--- config.mk ---
export PLATFORM = sky130hd
export DESIGN_NAME = signed_2s_comp_add_flat
export DESIGN_NICKNAME = d
export VERILOG_FILES = /design/src/rtl/signed_2s_comp_add_if.sv /design/src/rtl/signed_2s_comp_add.sv /design/src/flat_wrapper.sv
export SDC_FILE = /design/constraint.sdc
export NUM_CORES = 1
export LEC_CHECK = 0
export ABC_AREA = 1
export CAP_MARGIN = 20
export CORE_AREA = 4 4 106 108
export DETAILED_ROUTE_END_ITERATION = 7
export DIE_AREA = 0 0 110 112
export HOLD_SLACK_MARGIN = 0.03
export PLACE_DENSITY_LB_ADDON = 0.25
export SLEW_MARGIN = 20
export SYNTH_ARGS = -nofsm -noshare
export SYNTH_HDL_FRONTEND = slang
export SYNTH_SLANG_ARGS = --single-unit
--- constraint.sdc ---
create_clock -name clk -period 3.7 [get_ports clk]
set_input_delay 0.74 -clock clk [delete_from_list [all_inputs] [get_ports clk]]
set_output_delay 0.74 -clock clk [all_outputs]
set_load 0.02 [all_outputs]
--- src/rtl/signed_2s_comp_add_if.sv ---
// rtl/signed_2s_comp_add_if.sv - operand/result bundle for the registered signed adder
interface signed_2s_comp_add_if;
  logic [31:0] num1;
  logic [31:0] num2;
  logic [31:0] s_add;
  logic        overflow;
  logic        carry_out;
  logic        zero;
  logic        negative;

  modport master (
    output num1, num2,
    input  s_add, overflow, carry_out, zero, negative
  );

  modport slave (
    input  num1, num2,
    output s_add, overflow, carry_out, zero, negative
  );
endinterface

--- src/rtl/signed_2s_comp_add.sv ---
// rtl/signed_2s_comp_add.sv - registered 32-bit two's-complement adder with status flags
// Two-level carry-lookahead: eight 4-bit CLA groups under a flat group-carry unit.
module signed_2s_comp_add (
  input  logic                      clk,
  input  logic                      rst,
  signed_2s_comp_add_if.slave       bus
);

  logic [31:0] w_g;
  logic [31:0] w_p;
  logic [32:0] w_c;
  logic [7:0]  w_gg;
  logic [7:0]  w_gp;
  logic [8:0]  w_cg;
  logic [31:0] w_sum;
  logic        w_ovf;

  logic [31:0] r_sum;
  logic        r_ovf;
  logic        r_cout;
  logic        r_zero;
  logic        r_neg;

  assign w_g = bus.num1 & bus.num2;
  assign w_p = bus.num1 ^ bus.num2;

  genvar j;
  generate
    for (j = 0; j < 8; j++) begin : g_cla
      logic [3:0] w_gl;
      logic [3:0] w_pl;
      logic       w_ci;
      assign w_gl = w_g[4*j +: 4];
      assign w_pl = w_p[4*j +: 4];
      assign w_ci = w_cg[j];

      assign w_c[4*j]   = w_ci;
      assign w_c[4*j+1] = w_gl[0] | (w_pl[0] & w_ci);
      assign w_c[4*j+2] = w_gl[1] | (w_pl[1] & w_gl[0]) | (w_pl[1] & w_pl[0] & w_ci);
      assign w_c[4*j+3] = w_gl[2] | (w_pl[2] & w_gl[1]) | (w_pl[2] & w_pl[1] & w_gl[0])
                        | (w_pl[2] & w_pl[1] & w_pl[0] & w_ci);

      assign w_gg[j] = w_gl[3] | (w_pl[3] & w_gl[2]) | (w_pl[3] & w_pl[2] & w_gl[1])
                     | (w_pl[3] & w_pl[2] & w_pl[1] & w_gl[0]);
      assign w_gp[j] = &w_pl;
    end
  endgenerate

  // Group carries as flat sum-of-products over group G/P (carry-in is 0), no group ripple.
  always_comb begin
    logic w_acc;
    logic w_term;
    w_cg    = '0;
    w_acc   = 1'b0;
    w_term  = 1'b0;
    for (int k = 1; k <= 8; k++) begin
      w_acc = 1'b0;
      for (int s = 0; s < k; s++) begin
        w_term = w_gg[s];
        for (int m = s + 1; m < k; m++) begin
          w_term = w_term & w_gp[m];
        end
        w_acc = w_acc | w_term;
      end
      w_cg[k] = w_acc;
    end
  end

  assign w_c[32] = w_cg[8];
  assign w_sum   = w_p ^ w_c[31:0];
  assign w_ovf   = w_c[32] ^ w_c[31];

  always_ff @(posedge clk) begin
    if (rst) begin
      r_sum  <= 32'h0000_0000;
      r_ovf  <= 1'b0;
      r_cout <= 1'b0;
      r_zero <= 1'b1;
      r_neg  <= 1'b0;
    end else begin
      r_sum  <= w_sum;
      r_ovf  <= w_ovf;
      r_cout <= w_c[32];
      r_zero <= ~|w_sum;
      r_neg  <= w_sum[31];
    end
  end

  assign bus.s_add     = r_sum;
  assign bus.overflow  = r_ovf;
  assign bus.carry_out = r_cout;
  assign bus.zero      = r_zero;
  assign bus.negative  = r_neg;

endmodule

--- src/flat_wrapper.sv ---
// flat-port wrapper written by rule: the top's interface ports become plain ports
module signed_2s_comp_add_flat 
  (clk, rst, bus_num1, bus_num2, bus_s_add, bus_overflow, bus_carry_out, bus_zero, bus_negative);
  signed_2s_comp_add_if bus_i ();
  input  logic clk;
  input  logic rst;
  input wire logic [$bits(bus_i.num1)-1:0] bus_num1;
  input wire logic [$bits(bus_i.num2)-1:0] bus_num2;
  output wire logic [$bits(bus_i.s_add)-1:0] bus_s_add;
  output wire logic [$bits(bus_i.overflow)-1:0] bus_overflow;
  output wire logic [$bits(bus_i.carry_out)-1:0] bus_carry_out;
  output wire logic [$bits(bus_i.zero)-1:0] bus_zero;
  output wire logic [$bits(bus_i.negative)-1:0] bus_negative;
  assign bus_i.num1 = bus_num1;
  assign bus_i.num2 = bus_num2;
  assign bus_s_add = bus_i.s_add;
  assign bus_overflow = bus_i.overflow;
  assign bus_carry_out = bus_i.carry_out;
  assign bus_zero = bus_i.zero;
  assign bus_negative = bus_i.negative;
  signed_2s_comp_add u_core (.clk(clk), .rst(rst), .bus(bus_i));
endmodule
==> results.sh, run 1 <==
export IMPL_ratio_of_cells_with_drive_above_1_in_the_final_layout_pct=9.57
export IMPL_nets=564
export IMPL_post_cts_hold_buffer_count=0
export IMPL_worst_path_max_fanout=4
export IMPL_ant_cells=0
export IMPL_type_of_the_setup_path_with_the_least_slack="input pin to flop"
export IMPL_preCtsSetupSlack_ns=-0.150
export IMPL_vias_per_std_cell=4.16
export IMPL_peakVddDrop_mv=0.127
export IMPL_tightest_hold_check_type="input pin to flop"
export IMPL_hold_viol_final=0
export IMPL_worst_endpoint_required_ns=3.92
export IMPL_utilization_pct=37.9
export IMPL_dieHeight_um=112
export IMPL_setup_slack_ns=0.276
export IMPL_worstHoldEndpoint="u_core.bus.s_add[0]"
export IMPL_worst_path_most_repeated_cell="sky130_fd_sc_hd__nand2_1"
export IMPL_max_freq_mhz=292
export IMPL_wire_per_inst_um=11.6
export IMPL_routed_via_count=2478
export IMPL_grt_max_degree=18
export IMPL_syn_area_per_cell_sq_um=7.38
export IMPL_flow_area_growth_from_synthesis_pct=55.0
export IMPL_timing_final_crit_share_pct=92.6
export IMPL_crit_path_start_kind="input pin"
export IMPL_grt_pass1_wl_mm=11.5
export IMPL_post_cts_buffers=0
export IMPL_initial_core_util_pct=24.4
export IMPL_place_port_buffers=101
export IMPL_synth_seq_cells=35
export IMPL_std_cell_rows=37
export IMPL_synth_most_common_cell="sky130_fd_sc_hd__nand2_1"
export IMPL_antenna_found_initial=0
export IMPL_postLayoutCellArea_sq_um=3880
export IMPL_critical_path_slowest_cell="sky130_fd_sc_hd__clkdlybuf4s50_1"
export IMPL_route_final_wire_length_mm=6.94
export IMPL_detail_route_first_pass_iterations=4
export IMPL_cts_buffers=5
export IMPL_outcome="complete, no violations"
export IMPL_hold_path_startpoint="bus_num2[0]"
export IMPL_synth_area_leaders="sky130_fd_sc_hd__dfxtp_1, sky130_fd_sc_hd__ha_1, sky130_fd_sc_hd__nand2_1"
export IMPL_fin_setup_tns_ns=0
export IMPL_p_leak_nw=1.87
export IMPL_finalWeightedCongestion=0.816
export IMPL_clock_sinks=35
export IMPL_synth_edf_count=0
export IMPL_die_area_sq_um=12300
export IMPL_first_iter_violations=60
export IMPL_whs_path_depth=4
export IMPL_post_route_drc_count=0
export IMPL_yosys_warnings=0
export IMPL_p_per_area_nw_per_um2=332
export IMPL_place_hpwl_mm=5.95
export IMPL_netlist_instances=339
export IMPL_placed_instance_area_sq_um=3780
export IMPL_timing_max_cap_violations=0
export IMPL_final_setup_violation_count=0
export IMPL_timing_max_slew_rel_slack_pct=53.8
export IMPL_antenna_violating_nets_post_route=0
export IMPL_end_kind="flop"
export IMPL_filler_instances=1073
export IMPL_yosysTopAreaCellShare_pct=28.0
export IMPL_dieWidth_um=110
export IMPL_worst_slew_pin_slew_ns=0.691
export IMPL_core_area_sq_um=10200
export IMPL_ys_seq_area_share_pct=28.0
export IMPL_grt_remaining_overflow=0
export IMPL_finalWorstPathRequiredPeriod_ns=3.42
export IMPL_design_portCount=102
export IMPL_max_stage_delay_ns=0.41
export IMPL_synth_main_ff_cell="sky130_fd_sc_hd__dfxtp_1"
export IMPL_synth_area_leader_cell="sky130_fd_sc_hd__dfxtp_1"
export IMPL_rsz_0062_raised_after_global_routing="false"
export IMPL_mappedNetlistNets=444
export IMPL_crit_chain="clkdlybuf4s50_1, ha_1, nand2_1, inv_1, nand2_1, nand2_1, or2_0, nand2_1, nand2_2, nand2_2, nand2_4, nand2_4, nand2_4, fa_1, xnor2_1, nand3_1, nor3_2, nand3_1, nor2_1, nand2_1, nor2_2, nand3_1, nand2_1"
export IMPL_cts_tree="built"
export IMPL_commonest_cells_in_the_netlist="sky130_fd_sc_hd__nand2_1, sky130_fd_sc_hd__inv_1, sky130_fd_sc_hd__nor2_1"
export IMPL_pins_over_their_slew_limit=0
export IMPL_gr_usage_all_layers_pct=11.5
export IMPL_clk_root_buffer_cell="sky130_fd_sc_hd__clkbuf_8"
export IMPL_clk_transition_reported_paths_ns=0.07
export IMPL_htree_levels=2
export IMPL_clock_path_buffers=2
export IMPL_synthDistinctLibCells=28
export IMPL_grt_pass1_vias=2530
export IMPL_asyncSetResetFlopFracSynth_pct=0
export IMPL_mapped_area_sq_um=2500
export IMPL_cp_data_arrival_time_ns=3.65
## worst max path at each step
stage	slack, ns	start	cells after the start	end
after global routing	0.009	bus_num2[15]	21	u_core.bus.zero
final	0.28	bus_num2[15]	23	u_core.bus.zero
after global placement	-0.01	bus_num2[3]	20	u_core.bus.zero
after floorplan	0.59	bus_num2[15]	22	u_core.bus.zero
after CTS	0.13	bus_num2[3]	20	u_core.bus.zero
after detailed placement	-0.15	bus_num2[3]	20	u_core.bus.zero
## repair_timing
action                                 in CTS  in global routing
setup endpoints to repair                   0                  1
gates resized for setup                     0                  3
endpoints found under the hold margin       0                  0
## metrics by stage
step                      hold WS [ns]  cells  power (mW)
after floorplan                  0.906    339       0.760
after detailed placement          1.53    588        1.02
after global routing              1.26    596        1.40
final                             1.22    596        1.29
after CTS                         1.23    596        1.31
after global placement            1.52    588        1.02
## layer usage
metal  share of wire, %  track usage [%]
met1                 46             15.1
met2                 48             19.9
met3                5.5             2.09
met4               0.36             1.75
met5                  0                0
## worst max-delay path: cells and delay by family
family        cells  cell delay (ns)
fa+ha+maj         2             0.70
buf+inv           2             0.45
xor+xnor          1             0.19
simple gates     18             1.54
## where the power goes
group / switching (mW) / leakage, nW / internal, mW / total (mW)
Sequential: 0.0138 / 0.292 / 0.423 / 0.437
Clock: 0.144 / 0.0422 / 0.132 / 0.276
Combinational: 0.298 / 1.54 / 0.276 / 0.573
## registers in the layout (all words and copies together) (netlist names)
register and count:
u_core.bus.negative 1, u_core.bus.overflow 1, u_core.bus.zero 1, u_core.bus.carry_out 1, u_core.bus.s_add 31
## cell type report
cell class / count / area, sq um / share of cell area [%]
Sequential cell: 35 / 701 / 18.1
Inverter: 48 / 180 / 4.65
Clock buffer: 7 / 76.3 / 1.97
Timing Repair Buffer: 118 / 1140 / 29.4
Clock inverter: 1 / 5.00 / 0.129
Multi-Input combinational cell: 251 / 1610 / 41.4
Tap cell: 136 / 170 / 4.39
## cells by family after synthesis
logic type	count (synthesis)	synth area share, %
fa+ha+maj	39	21.6
simple gates	173	32.2
buf+inv	53	8.40
flops	35	28.0
xor+xnor	10	3.50
compound gates	29	6.25
## cell usage in the layout, fill, tap and decap left out, types with 5 or more instances in the layout
cell type and n:
sky130_fd_sc_hd__a21oi_1 22, sky130_fd_sc_hd__clkbuf_8 5, sky130_fd_sc_hd__nand2_2 9, sky130_fd_sc_hd__nand3_1 27
sky130_fd_sc_hd__nand2_4 5, sky130_fd_sc_hd__fa_1 7, sky130_fd_sc_hd__ha_1 32, sky130_fd_sc_hd__clkdlybuf4s50_1 101
sky130_fd_sc_hd__nor2_1 40, sky130_fd_sc_hd__dfxtp_1 35, sky130_fd_sc_hd__nand2_1 73, sky130_fd_sc_hd__xor2_1 6
sky130_fd_sc_hd__buf_4 17, sky130_fd_sc_hd__inv_1 48
(Power assumes the default switching activity.)
==> run 2, diff against run 1 <==
SKIP_CTS_REPAIR_TIMING = 1   (was not set)
==> results of run 2 <==
The final DEF is identical to that of run 1; final timing and power are the same.
==> variant (settings of run 2) <==
Make the reset (`rst`) asynchronous in one clocked block.
--- a/src/rtl/signed_2s_comp_add.sv
+++ b/src/rtl/signed_2s_comp_add.sv
@@ -72,3 +72,3 @@
 
-  always_ff @(posedge clk) begin
+  always_ff @(posedge clk or posedge rst) begin
     if (rst) begin
Check against the original RTL: differs if rst is asserted again (counterexample within 4 cycles, from zero or initial values and one cycle with rst high); with rst held inactive, the same outputs for 10 cycles.
==> variant against run 2 <==
Count of clock-buffer cells in the layout increased by 1. First-iteration DRC count increased by 20%. Largest cell class unchanged. Wire length increased by 13%. Worst setup slack got worse by 0.044 ns. Sequential power increased by 9.4%. Area after synthesis increased by 5.5%. Sequential cell count unchanged. Largest power group unchanged. Total power increased by 21%. Final area increased by 22%.
==> variant: results (changes against run 2) <==
origin of the worst setup path -> bus_num2[18] (was bus_num2[15])
main area contributors after synthesis -> dfrtp_1 (32%), ha_1 (15%), nand2_1 (13%) (was dfxtp_1 (28%), ha_1 (16%), nand2_1 (11%))
pre-CTS WS -> -0.386 ns (was -0.150 ns)
Netlist cell types -> 30 (was 28)
placed cell area -> 4130 sq um (was 3780 sq um)
LEAKAGE -> 0.00256 uW (was 0.00187 uW)
DR vias/cell -> 4.16 (about the same)
M2 GR Usage -> 21.5% (was 19.9%)
Comb power -> 769 uW (was 573 uW)
Mean Syn Cell Area -> 7.92 sq um (was 7.38 sq um)
DP HPWL -> 6.20 mm (was 5.95 mm)
clk pwr -> 305 uW (was 276 uW)
Final #Nets -> 599 (was 564)
Async S/R FF share, synth -> 100% (was 0%)
share of post-route cells with drive strength above 1 -> 28.5% (was 9.57%)
crit path max fanout -> 3 (was 4)
largest net degree at the start of global routing -> 36 (was 18)
syn nets -> 438 (was 444)
endpoint arrival time on the critical path -> 3.69 ns (was 3.65 ns)
Slew HR -> 69.6% (was 53.8%)
ys flop type -> dfrtp_1 (was dfxtp_1)
met3 routed WL -> 491 um (was 383 um)
Post-synth top cells -> nand2_1 (88), inv_1 (64), dfrtp_1 (34), ha_1 (32), nor2_1 (24) (was nand2_1 (73), inv_1 (48), nor2_1 (40), dfxtp_1 (35), ha_1 (32))
wirelength, routed -> 7.86 mm (was 6.94 mm)
final period demand of the worst path -> 3.47 ns (was 3.42 ns)
vias in the first global route -> 2579 (was 2530)
sequential-to-total area share from yosys stat -> 33.2% (was 28.0%)
met1 Use GR -> 13.6% (was 15.1%)
minimum hold slack -> 0.759 ns (was 1.22 ns)
total power -> 1550 uW (was 1290 uW)
Worst Hold Path EP -> u_core.bus.s_add[0]$_DFF_PP0_ (was u_core.bus.s_add[0]$_SDFF_PP0_)
status -> finished clean (unchanged)
Filler cells -> 987 (was 1073)
met2 WL -> 4.29 mm (was 3.36 mm)
GRT met3 Usage -> 3.01% (was 2.09%)
variant: cell types whose count changed in the layout (fill, tap and decap cells not counted), sizes merged, moves of 7 or more:
cell	before	now
a21oi	22	11
buf	17	54
clkbuf	7	14
clkdlybuf4s50	101	62
dfrtp	0	34
dfxtp	35	0
dlymetal6s2s	0	33
inv	48	65
nand2	87	101
nor2	42	27
variant: final cells by class:
class	count	area [sq um]	area share (%)
multi-input cells	232	1860	39.4
repair buffers	155	1470	31.1
flip-flops and latches	35	877	18.6
inverters	65	244	5.17
well taps	136	170	3.60
clock buffers	8	100	2.12
variant: cell families (layout without fill, tap and decap cells):
kind of cell | Yosys count | in the layout | share of synthesized area [%]
simple gates | 163 | 163 | 28.4
xor+xnor | 9 | 9 | 3.27
fa+ha+maj | 39 | 39 | 20.5
buf+inv | 66 | 228 | 9.53
flops | 35 | 35 | 33.2
compound gates | 21 | 21 | 5.12
